`config.mk`:
```
export PLATFORM = sky130hd
export DESIGN_NAME = i2c_mst_ctrl_byte
export DESIGN_NICKNAME = d
export VERILOG_FILES = /design/src/rtl/i2c_pkg.sv /design/src/rtl/i2c_mst_byte_wdog.sv /design/src/rtl/i2c_mst_ctrl_byte.sv
export SDC_FILE = /design/constraint.sdc
export NUM_CORES = 1
export LEC_CHECK = 0
export ABC_CLOCK_PERIOD_IN_PS = 1700
export CORE_ASPECT_RATIO = 1.5
export CORE_UTILIZATION = 57
export CTS_CLUSTER_SIZE = 30
export DETAILED_ROUTE_END_ITERATION = 16
export DONT_BUFFER_PORTS = 1
export HOLD_SLACK_MARGIN = 0.08
export PLACE_DENSITY = 0.75
export REMOVE_ABC_BUFFERS = 1
export SLEW_MARGIN = 20
export SYNTH_ARGS = -nofsm -noshare
export SYNTH_HDL_FRONTEND = slang
export SYNTH_SLANG_ARGS = --single-unit
export TNS_END_PERCENT = 10
```
`constraint.sdc`:
```
create_clock -name clk -period 1.7 [get_ports clk]
set_input_delay 0.085 -clock clk [delete_from_list [all_inputs] [get_ports clk]]
set_output_delay 0.085 -clock clk [all_outputs]
set_load 0.02 [all_outputs]
```
`src/rtl/i2c_pkg.sv`:
```
// Shared I2C master definitions: bit-controller command encodings and byte FSM states.
// Used by i2c_mst_ctrl_byte and i2c_mst_ctrl_bit.
package i2c_pkg;

   localparam int unsigned BIT_CMD_W = 4;

   localparam logic [BIT_CMD_W-1:0] I2C_CMD_NOP   = 4'b0000;
   localparam logic [BIT_CMD_W-1:0] I2C_CMD_START = 4'b0001;
   localparam logic [BIT_CMD_W-1:0] I2C_CMD_STOP  = 4'b0010;
   localparam logic [BIT_CMD_W-1:0] I2C_CMD_WRITE = 4'b0100;
   localparam logic [BIT_CMD_W-1:0] I2C_CMD_READ  = 4'b1000;

   typedef enum logic [2:0] {
      ST_IDLE  = 3'd0,
      ST_START = 3'd1,
      ST_WRITE = 3'd2,
      ST_READ  = 3'd3,
      ST_ACK   = 3'd4,
      ST_STOP  = 3'd5
   } byte_state_e;

   // First bit command issued when a byte command enters the given state
   function automatic logic [BIT_CMD_W-1:0] entry_cmd(input byte_state_e s);
      logic [BIT_CMD_W-1:0] c;
      c = I2C_CMD_NOP;
      case (s)
         ST_START: c = I2C_CMD_START;
         ST_WRITE: c = I2C_CMD_WRITE;
         ST_READ:  c = I2C_CMD_READ;
         ST_STOP:  c = I2C_CMD_STOP;
         default:  c = I2C_CMD_NOP;
      endcase
      return c;
   endfunction

endpackage

```
`src/rtl/i2c_mst_byte_wdog.sv`:
```
// Bit-command acknowledge watchdog for the byte sequencer.
// Only built when I2C_MST_BYTE_TIMEOUT_EN is defined.
`ifdef I2C_MST_BYTE_TIMEOUT_EN
module i2c_mst_byte_wdog #(
   parameter int unsigned TIMEOUT = 65535
) (
   input  logic clk,
   input  logic rst,
   input  logic clr_i,
   input  logic busy_i,
   output logic hit_c
);

   localparam int unsigned TW = $clog2(TIMEOUT + 1);

   logic [TW-1:0] cnt_q;
   logic [TW-1:0] cnt_d;

   // Fires on the cycle whose edge would make the count reach TIMEOUT
   assign hit_c = busy_i & ~clr_i & (cnt_q == TW'(TIMEOUT - 1));

   always_comb begin
      cnt_d = cnt_q;
      if (clr_i) begin
         cnt_d = '0;
      end else if (busy_i && !hit_c) begin
         cnt_d = cnt_q + TW'(1);
      end
   end

   always_ff @(posedge clk or posedge rst) begin
      if (rst) begin
         cnt_q <= '0;
      end else begin
         cnt_q <= cnt_d;
      end
   end

endmodule
`endif

```
`src/rtl/i2c_mst_ctrl_byte.sv`:
```
// I2C master byte sequencer: splits START/WRITE/READ/ACK/STOP byte commands into bit commands.
// Optional bit-ack watchdog enabled by defining I2C_MST_BYTE_TIMEOUT_EN.
module i2c_mst_ctrl_byte
   import i2c_pkg::*;
#(
   parameter int unsigned DW      = 8,
   parameter int unsigned TIMEOUT = 65535
) (
   input  logic                 clk,
   input  logic                 rst,
   input  logic                 ena,
   input  logic                 start,
   input  logic                 stop,
   input  logic                 read,
   input  logic                 write,
   input  logic                 ack_in,
   input  logic [DW-1:0]        din,
   output logic                 cmd_ack,
   output logic                 ack_out,
   output logic [DW-1:0]        dout,
   output logic                 i2c_al,
   output logic                 busy,
   output logic                 timeout,
   output logic [BIT_CMD_W-1:0] bit_cmd,
   output logic                 bit_din,
   input  logic                 bit_cmd_ack,
   input  logic                 bit_al,
   input  logic                 bit_dout
);

   localparam int unsigned CW = (DW > 1) ? $clog2(DW) : 1;

   byte_state_e          state_q;
   logic [DW-1:0]        sr_q;
   logic [DW-1:0]        dout_q;
   logic [CW-1:0]        cnt_q;
   logic                 issue_q;
   logic                 rd_q;
   logic                 busy_q;
   logic [BIT_CMD_W-1:0] bit_cmd_q;
   logic                 bit_din_q;
   logic                 cmd_ack_q;
   logic                 ack_out_q;
   logic                 i2c_al_q;
   logic                 timeout_q;
   logic                 go_c;
   logic                 to_hit_c;

   // A request is ignored in the cmd_ack cycle while the host drops it
   assign go_c = ena & (start | stop | read | write) & ~cmd_ack_q;

`ifdef I2C_MST_BYTE_TIMEOUT_EN
   logic wdog_clr_c;

   assign wdog_clr_c = (bit_cmd_q == I2C_CMD_NOP) | bit_cmd_ack;

   i2c_mst_byte_wdog #(
      .TIMEOUT(TIMEOUT)
   ) u_wdog (
      .clk   (clk),
      .rst   (rst),
      .clr_i (wdog_clr_c),
      .busy_i(busy_q),
      .hit_c (to_hit_c)
   );
`else
   logic unused_timeout_c;

   assign unused_timeout_c = |32'(TIMEOUT);
   assign to_hit_c         = 1'b0;
`endif

   always_ff @(posedge clk or posedge rst) begin
      if (rst) begin
         state_q   <= ST_IDLE;
         sr_q      <= '0;
         dout_q    <= '0;
         cnt_q     <= '0;
         issue_q   <= 1'b0;
         rd_q      <= 1'b0;
         busy_q    <= 1'b0;
         bit_cmd_q <= I2C_CMD_NOP;
         bit_din_q <= 1'b0;
         cmd_ack_q <= 1'b0;
         ack_out_q <= 1'b0;
         i2c_al_q  <= 1'b0;
         timeout_q <= 1'b0;
      end else begin
         cmd_ack_q <= 1'b0;
         i2c_al_q  <= 1'b0;
         timeout_q <= 1'b0;

         if (bit_al) begin
            // Arbitration loss wins over everything, including a same-cycle ack
            state_q   <= ST_IDLE;
            busy_q    <= 1'b0;
            issue_q   <= 1'b0;
            bit_cmd_q <= I2C_CMD_NOP;
            i2c_al_q  <= 1'b1;
         end else if (to_hit_c) begin
            state_q   <= ST_IDLE;
            busy_q    <= 1'b0;
            issue_q   <= 1'b0;
            bit_cmd_q <= I2C_CMD_NOP;
            timeout_q <= 1'b1;
         end else begin
            case (state_q)
               ST_IDLE: begin
                  if (go_c) begin
                     sr_q    <= din;
                     cnt_q   <= CW'(DW - 1);
                     issue_q <= 1'b1;
                     busy_q  <= 1'b1;
                     rd_q    <= ~start & ~write & read;
                     if (start)      state_q <= ST_START;
                     else if (write) state_q <= ST_WRITE;
                     else if (read)  state_q <= ST_READ;
                     else            state_q <= ST_STOP;
                  end
               end

               default: begin
                  if (issue_q) begin
                     // First bit command goes out one cycle after acceptance
                     issue_q   <= 1'b0;
                     bit_cmd_q <= entry_cmd(state_q);
                     bit_din_q <= sr_q[DW-1];
                  end else if (bit_cmd_ack) begin
                     case (state_q)
                        ST_START: begin
                           if (write) begin
                              state_q   <= ST_WRITE;
                              bit_cmd_q <= I2C_CMD_WRITE;
                              bit_din_q <= sr_q[DW-1];
                           end else if (read) begin
                              state_q   <= ST_READ;
                              rd_q      <= 1'b1;
                              bit_cmd_q <= I2C_CMD_READ;
                           end else if (stop) begin
                              state_q   <= ST_STOP;
                              bit_cmd_q <= I2C_CMD_STOP;
                           end else begin
                              state_q   <= ST_IDLE;
                              busy_q    <= 1'b0;
                              bit_cmd_q <= I2C_CMD_NOP;
                              cmd_ack_q <= 1'b1;
                           end
                        end

                        ST_WRITE, ST_READ: begin
                           sr_q  <= {sr_q[DW-2:0], bit_dout};
                           cnt_q <= cnt_q - CW'(1);
                           if (cnt_q == '0) begin
                              state_q <= ST_ACK;
                              if (rd_q) begin
                                 bit_cmd_q <= I2C_CMD_WRITE;
                                 bit_din_q <= ack_in;
                              end else begin
                                 bit_cmd_q <= I2C_CMD_READ;
                              end
                           end else begin
                              bit_din_q <= sr_q[DW-2];
                           end
                        end

                        ST_ACK: begin
                           if (rd_q) dout_q    <= sr_q;
                           else      ack_out_q <= bit_dout;
                           if (stop) begin
                              state_q   <= ST_STOP;
                              bit_cmd_q <= I2C_CMD_STOP;
                           end else begin
                              state_q   <= ST_IDLE;
                              busy_q    <= 1'b0;
                              bit_cmd_q <= I2C_CMD_NOP;
                              cmd_ack_q <= 1'b1;
                           end
                        end

                        default: begin
                           state_q   <= ST_IDLE;
                           busy_q    <= 1'b0;
                           bit_cmd_q <= I2C_CMD_NOP;
                           cmd_ack_q <= 1'b1;
                        end
                     endcase
                  end
               end
            endcase
         end
      end
   end

   assign cmd_ack = cmd_ack_q;
   assign ack_out = ack_out_q;
   assign dout    = dout_q;
   assign i2c_al  = i2c_al_q;
   assign busy    = busy_q;
   assign timeout = timeout_q;
   assign bit_cmd = bit_cmd_q;
   assign bit_din = bit_din_q;

endmodule

```
==> out/metrics.cfg, run 1 <==
[setup_path]
end_kind = flop
worst_setup_sp_type = flop
worstPathArrival_ps = 1920
r2r-start = state_q[0]$_DFFE_PP0P_
reg2reg_to = dout[2]$_DFFE_PP0P_
r2r_setup_slack_ps = -50
path_class = flop to flop
worstPathMaxFanout = 8
cp.required_ps = 1870
worst-r2r-cell-count = 3

[clocking]
max-clock-path-buffers = 2
clock_sink_count = 33
cts_root_buffer = sky130_fd_sc_hd__clkbuf_8
worst_setup_hold_path_clk_slew_ps = 70
clock_h_tree_levels = 2
cts_tree = yes
cts_bufs_inserted = 5
insertion_delay_ps = 290

[placement]
place.gp.congestion = 0.967
placement.setup.worst_slack_ps = -50.3
port-buffer-count = 0
post_dp_cell_area_sq_um = 2120
hpwl_um = 3490

[yosys]
synth.distinct_cells = 54
synth_xor_area_frac = 0
syn_inst = 207
synth.yosys.seq_area_share = 0.414
synth.largest_area_cell = sky130_fd_sc_hd__dfrtp_1
yosys.area_share.simple = 0.189
synth_enable_flop_cells = 0
synth_top_cell_area_share = 0.414
synth.ff_latch_count = 33
ys_dominant_reg_cell = sky130_fd_sc_hd__dfrtp_1
netlist_area_sq_um = 1990
post_synth_fa_ha_maj_area_fraction = 0.0125
post_synth_main_area_contributors = sky130_fd_sc_hd__dfrtp_1 41%, sky130_fd_sc_hd__mux2_4 6.0%, sky130_fd_sc_hd__a21oi_1 4.8%
synth.area.mux_share = 0.0991
postSynthAreaPerCell_sq_um = 9.63
synth_top_family_by_area = compound AO/OA/AOI/OAI gates
synth_compound_area_frac = 0.212
postSynth.asyncResetShare = 1.00
synth_warnings = 0

[sta]
final.setup.worst_slack_ps = -51.9
setup_viol = 11
post-route-period-util = 1.03
worst_clock_skew_ps = 7.51
worst_hold_slack_ps = 104
hold_viol = 0
unrepaired_setup_endpoints_after_global_routing = true
maximum_clock_frequency_mhz = 571
min_period_ps = 1750
slew_violations = 0

[run_status]
run_status = finished, violations left
failed_checks = setup timing

[worst_hold_path]
hold_class = primary input to flop
worst_hold_startpoint = bit_al
hold-path-cell-count = 2
min_delay_worst_endpoint = state_q[0]$_DFFE_PP0P_

[final_layout]
design.final.nets = 254
fin_util = 0.707
finalInstanceArea_sq_um = 2390
regArea_sq_um = 826
multi_input_area_sq_um = 1050
fill_cells = 269
syn_to_final_growth_pct = 19.9
num_antenna_cells = 0
post_route_cells_drive_above_1_share = 0.261

[floorplan]
die_area_sq_um = 3740
initial_utilization = 0.589
die_h_um = 74.4
design.portCount = 37
placement_rows = 26
die_w_um = 50.3
coreArea_sq_um = 3380

[job]
cap_viol_max_count = 0

[drt]
final_antenna_net_count = 0
via_count = 1712
avgViaCountPerCell = 6.20
post-route-drc-count = 0
drt_iter0_markers = 76
totalWireLength_um = 4930
detail_route.wl_per_cell_um = 17.9
firstDrtPassIters = 4

[power]
power.static_leakage_nw = 1.03
design_power_mw = 4.25
cellInternalPower_mw = 2.40
power.share.sequential = 0.358
switching_power_mw = 1.85
p_clk_frac = 0.137
worst_ir_drop_vdd_uv = 924
cellPowerDensity_nw_per_um2 = 1780
switch_share = 0.436
share_comb_of_total_power = 0.505

[global_route]
first_global_vias = 1724
grt_start_max_net_pins = 34
grt_first_pass_wirelength_um = 8110
globalRouteOverflowTotal = 0
grt_antenna_before_repair = 0
global_route.usage.total = 0.288

==> what timing repair did <==
item	4_1_cts	5_1_grt
pin swaps	0	4
hold endpoints to repair	48	0
hold buffers	15	0
cloned	0	0
resized for setup	3	9
buffers inserted	0	1
setup endpoints to repair	15	20
==> flip-flops by register name (all words and copies together), names as in the netlist <==
name     count
i2c_al       1
bit_cmd      4
state_q      3
ack_out      1
bit_din      1
busy         1
sr_q         8
dout         8
rd_q         1
cnt_q        3
cmd_ack      1
issue_q      1
==> synthesized netlist by cell type (6+ instances only) <==
cell type and count:
sky130_fd_sc_hd__inv_1 9, sky130_fd_sc_hd__dfrtp_1 33, sky130_fd_sc_hd__clkbuf_1 8, sky130_fd_sc_hd__mux2_2 6
sky130_fd_sc_hd__a41oi_1 9, sky130_fd_sc_hd__a21oi_1 19, sky130_fd_sc_hd__nor2_1 8, sky130_fd_sc_hd__mux2_4 8
sky130_fd_sc_hd__nand2_1 24, sky130_fd_sc_hd__o21ai_0 9
==> power by group through the flow <==
stage	sequential, mW	clock [mW]	combinational, mW
final	1.52	0.580	2.15
after global routing	1.55	0.620	2.37
after CTS	1.52	0.595	2.08
after detailed placement	1.53	0	2.02
after global placement	1.50	0	1.96
after floorplan	1.55	0	1.22
==> kinds of logic after synthesis <==
family	after synthesis
and+or+nand+nor	67
AOI/OAI and AO/OA	60
DFF	33
buffers and inverters	29
muxes	15
adders and majority gates	2
other	1
==> worst max path at each step <==
stage | start | end | slack (ps) | cells after the start
after floorplan | state_q[0]$_DFFE_PP0P_ | dout[0]$_DFFE_PP0P_ | -140 | 3
after global placement | state_q[0]$_DFFE_PP0P_ | dout[7]$_DFFE_PP0P_ | 4 | 3
after detailed placement | state_q[0]$_DFFE_PP0P_ | dout[1]$_DFFE_PP0P_ | -50 | 3
after CTS | state_q[0]$_DFFE_PP0P_ | dout[1]$_DFFE_PP0P_ | -70 | 3
after global routing | state_q[0]$_DFFE_PP0P_ | state_q[0]$_DFFE_PP0P_ | -80 | 5
final | state_q[0]$_DFFE_PP0P_ | dout[2]$_DFFE_PP0P_ | -50 | 3
==> area by class of cell <==
type | count | area share
sequential | 33 | 0.345
tap | 42 | 0.0220
clock buffer | 5 | 0.0288
inverter | 10 | 0.0157
multi-input combinational | 145 | 0.441
clock inverter | 3 | 0.00732
timing repair buffer | 38 | 0.140
==> worst max-delay path: stages (launching register included) <==
cell and delay, ps:
sky130_fd_sc_hd__dfrtp_1 430, sky130_fd_sc_hd__or2_4 270, sky130_fd_sc_hd__or4_4 600, sky130_fd_sc_hd__mux2_4 340
==> per-stage QoR <==
stage / std cells / setup TNS, ps
detailed placement: 252 / -397
floorplan: 188 / -2180
global route: 276 / -651
finish: 276 / -439
CTS: 275 / -537
global placement: 252 / 0
==> cells in the final DEF, fill, tap and decap left out, types with 2 or more instances in the layout <==
cell,n
sky130_fd_sc_hd__dfrtp_1,33
sky130_fd_sc_hd__nand2_1,24
sky130_fd_sc_hd__buf_4,22
sky130_fd_sc_hd__a21oi_1,18
sky130_fd_sc_hd__dlygate4sd3_1,15
sky130_fd_sc_hd__a41oi_1,9
sky130_fd_sc_hd__inv_1,8
sky130_fd_sc_hd__nor2_1,8
sky130_fd_sc_hd__mux2_4,8
sky130_fd_sc_hd__o21ai_0,7
sky130_fd_sc_hd__mux2_2,6
sky130_fd_sc_hd__clkbuf_8,5
sky130_fd_sc_hd__nand2b_1,4
sky130_fd_sc_hd__o31ai_1,4
sky130_fd_sc_hd__nor2b_1,4
sky130_fd_sc_hd__nand3_1,4
sky130_fd_sc_hd__nor3_1,2
sky130_fd_sc_hd__o21ai_1,2
sky130_fd_sc_hd__or2_2,2
sky130_fd_sc_hd__a2111oi_1,2
sky130_fd_sc_hd__inv_2,2
sky130_fd_sc_hd__nor4_1,2
sky130_fd_sc_hd__a21boi_0,2
sky130_fd_sc_hd__a31oi_1,2
sky130_fd_sc_hd__clkinv_2,2
==> metal layers <==
metal  share of wire  vias up  GRT usage
li1                -      798          -
met1            0.40      836      0.331
met2            0.53       69      0.511
met3           0.054        9     0.0613
met4           0.018        0      0.127
met5               0        -          0
No activity file was read; power rests on OpenSTA's default activity.
==> inputs of run 2 (changes only) <==
--- a/config.mk
+++ b/config.mk
@@ -5,6 +5,7 @@
 export SDC_FILE = /design/constraint.sdc
 export NUM_CORES = 1
 export LEC_CHECK = 0
+export ABC_AREA = 1
 export ABC_CLOCK_PERIOD_IN_PS = 1700
 export CORE_ASPECT_RATIO = 1.5
 export CORE_UTILIZATION = 57
@@ -13,7 +14,6 @@
 export DONT_BUFFER_PORTS = 1
 export HOLD_SLACK_MARGIN = 0.08
 export PLACE_DENSITY = 0.75
-export REMOVE_ABC_BUFFERS = 1
 export SLEW_MARGIN = 20
 export SYNTH_ARGS = -nofsm -noshare
 export SYNTH_HDL_FRONTEND = slang
==> run 2 against run 1 <==
Effect of this change: the run now ends clean; utilization rose by 0.52 points; worst hold slack got worse by 18 ps; sequential cell count did not move; synthesized cell count rose by 35%; area after synthesis barely moved; final area fell by 3.1%; global-route usage fell by 0.50 points; die area barely moved; combinational power fell by 7%; register-to-register slack improved by 220 ps; via count rose by 5.5%; critical path type unchanged; critical endpoint is now sr_q[7]$_DFFE_PP0P_.
==> out/metrics.cfg, run 2 <==
[drt]
firstDrtPassIters = 4
via_count = 1807
totalWireLength_um = 4740
post-route-drc-count = 0
drt_iter0_markers = 68
avgViaCountPerCell = 5.27
detail_route.wl_per_cell_um = 13.8
final_antenna_net_count = 0

[setup_path]
worst_setup_sp_type = flop
cpMaxStageDelayCell = sky130_fd_sc_hd__dfrtp_1
critical_path_buf_inv_count = 1
worst_path_dominant_cell_family = simple AND/OR/NAND/NOR gates
cp_cell_sequence = inv_1 -> nand2_4 -> nand3_1 -> nand2_1 -> nand2_2 -> nand2_1 -> o21ai_0
worstPathArrival_ps = 1690
path_class = flop to flop
cp.required_ps = 1860
worstPathMaxFanout = 15
crit_path_max_incr_delay_ps = 500
crit_path_frequent_cell = sky130_fd_sc_hd__nand2_1
end_kind = flop

[final_layout]
fill_cells = 282
most-common-layout-cells = 108 x sky130_fd_sc_hd__nand2_1, 33 x sky130_fd_sc_hd__dfrtp_1, 30 x sky130_fd_sc_hd__inv_1, 24 x sky130_fd_sc_hd__nor2_1, 18 x sky130_fd_sc_hd__nand3_1
num_antenna_cells = 0
syn_to_final_growth_pct = 16.3
fin_util = 0.712
post_route_cells_drive_above_1_share = 0.119
layout_commonest_cell = sky130_fd_sc_hd__nand2_1
layout.cells.non_filler = 343
design.final.nets = 323
finalInstanceArea_sq_um = 2320

[clocking]
clock_sink_count = 33
max-clock-path-buffers = 2
insertion_delay_ps = 280
cts_root_buffer = sky130_fd_sc_hd__clkbuf_8
worst_setup_hold_path_clk_slew_ps = 70
number_of_buffers_inserted_by_post_cts_setup_repair = 0
cts_bufs_inserted = 5
clock_h_tree_levels = 2
cts_repair_resize_count = 0
cts_tree = yes

[global_route]
gr-usage-met2 = 0.547
grt_first_pass_wirelength_um = 7750
first_global_vias = 1740
use_met3 = 0.0532
globalRouteOverflowTotal = 0
grt_antenna_before_repair = 0
global_route.usage.total = 0.283
top_usage_layer = met2
grtUsageMet1 = 0.305
grt_start_max_net_pins = 27

[yosys]
synth_warnings = 0
post-synth-top-count-cell = sky130_fd_sc_hd__nand2_1
postSynthAreaPerCell_sq_um = 7.12
synth.largest_area_cell = sky130_fd_sc_hd__dfrtp_1
syn_nets = 301
netlist_area_sq_um = 1990
synth.top_cells.by_count = 108 x sky130_fd_sc_hd__nand2_1, 33 x sky130_fd_sc_hd__dfrtp_1, 30 x sky130_fd_sc_hd__inv_1, 24 x sky130_fd_sc_hd__nor2_1, 18 x sky130_fd_sc_hd__nand3_1
synth_enable_flop_cells = 0
synth.distinct_cells = 30
synth.ff_latch_count = 33
synth_top_cell_area_share = 0.414
syn_inst = 280
post_synth_main_area_contributors = sky130_fd_sc_hd__dfrtp_1 41%, sky130_fd_sc_hd__nand2_1 20%, sky130_fd_sc_hd__inv_1 5.6%
postSynth.asyncResetShare = 1.00
synth.yosys.seq_area_share = 0.414
ys_dominant_reg_cell = sky130_fd_sc_hd__dfrtp_1

[power]
design_power_mw = 4.35
cellPowerDensity_nw_per_um2 = 1880
worst_ir_drop_vdd_uv = 980
power.static_leakage_nw = 1.24

[sta]
unrepaired_setup_endpoints_after_global_routing = false
post-route-period-util = 0.902
hold_viol = 0
worst_clock_skew_ps = 2.27
maximum_clock_frequency_mhz = 652
min_period_ps = 1530
final.setup.worst_slack_ps = 166
setup_viol = 0
final.setup.tns_ps = 0
worst_hold_slack_ps = 86.2
slew_violations = 0

[placement]
place.gp.congestion = 0.997
port-buffer-count = 0
post_dp_cell_area_sq_um = 2050
placedCellCount = 320
placement.setup.worst_slack_ps = 191
hpwl_um = 3470

[floorplan]
die_area_sq_um = 3740
coreArea_sq_um = 3250
die_h_um = 74.4
design.portCount = 37
die_w_um = 50.3
initial_utilization = 0.613
placement_rows = 25

[worst_hold_path]
hold_class = primary input to flop

[run_status]
run_status = complete, no violations

[job]
cap_viol_max_count = 0

run 2: cell types whose count changed in the layout (fill, tap and decap cells not counted), sizes merged, moves of 9 or more:
cell   previous run  this run
o21ai             9        20
inv              10        32
a41oi             9         0
a21oi            19         6
buf              23         7
nand3             4        19
mux2             14         0
nor2              9        29
nand2            24       115
run 2: kinds of logic (layout without fill, tap and decap cells):
| family | after synthesis | count (layout) | synth area share |
|---|---|---|---|
| adders and majority gates | 2 | 2 | 0.0126 |
| xor gates and xnor gates | 1 | 1 | 0.00440 |
| other | 1 | 1 | 0.00188 |
| and+or+nand+nor | 172 | 172 | 0.376 |
| DFF | 33 | 33 | 0.414 |
| buffers and inverters | 39 | 62 | 0.0891 |
| AOI/OAI and AO/OA | 32 | 32 | 0.102 |
run 2: worst min-delay path, cell delays in order:
cell and delay, ps:
sky130_fd_sc_hd__nor2_1 30, sky130_fd_sc_hd__nand2_1 50, sky130_fd_sc_hd__nand2_1 40, sky130_fd_sc_hd__nand3_1 70, sky130_fd_sc_hd__nand2_1 50
run 2: path summary, 6_finish.rpt:
check	from	end	slack (ps)	cells past startpoint
min in group asynchronous	rst	bit_cmd[2]$_DFFE_PP0P_	190	2
worst max-delay path	state_q[0]$_DFFE_PP0P_	sr_q[7]$_DFFE_PP0P_	170	7
worst max register to register	state_q[0]$_DFFE_PP0P_	sr_q[7]$_DFFE_PP0P_	170	7
max in group asynchronous	rst	cnt_q[2]$_DFFE_PP0P_	900	3
worst min-delay path	start	rd_q$_DFFE_PP0P_	90	5
worst min register to register	cnt_q[0]$_DFFE_PP0P_	cnt_q[0]$_DFFE_PP0P_	490	2
run 2: final cells by class:
cell class	count	area [sq um]	share of cell area
Timing Repair Buffer	22	215	0.0929
Tap cell	40	50.0	0.0216
Clock buffer	7	86.3	0.0373
Sequential cell	33	826	0.356
Inverter	32	120	0.0518
Multi-Input combinational cell	208	990	0.427
Clock inverter	1	30.0	0.0130
run 2: metal layers:
metal	routed length, um	part of all wire
met1	1900	0.40
met2	2580	0.54
met3	209	0.044
met5	0	0
met4	55	0.012
run 2: timing repair:
action	in CTS	in global routing
setup endpoints to repair	0	0
hold buffers	15	0
hold endpoints to repair	48	0
run 2: report_power, final:
part	switching [mW]	leakage [nW]	total (mW)	internal, mW
Combinational	1.32	0.792	2.00	0.682
Sequential	0.474	0.393	1.59	1.11
Clock	0.280	0.0585	0.758	0.478
Total	2.07	1.24	4.35	2.27
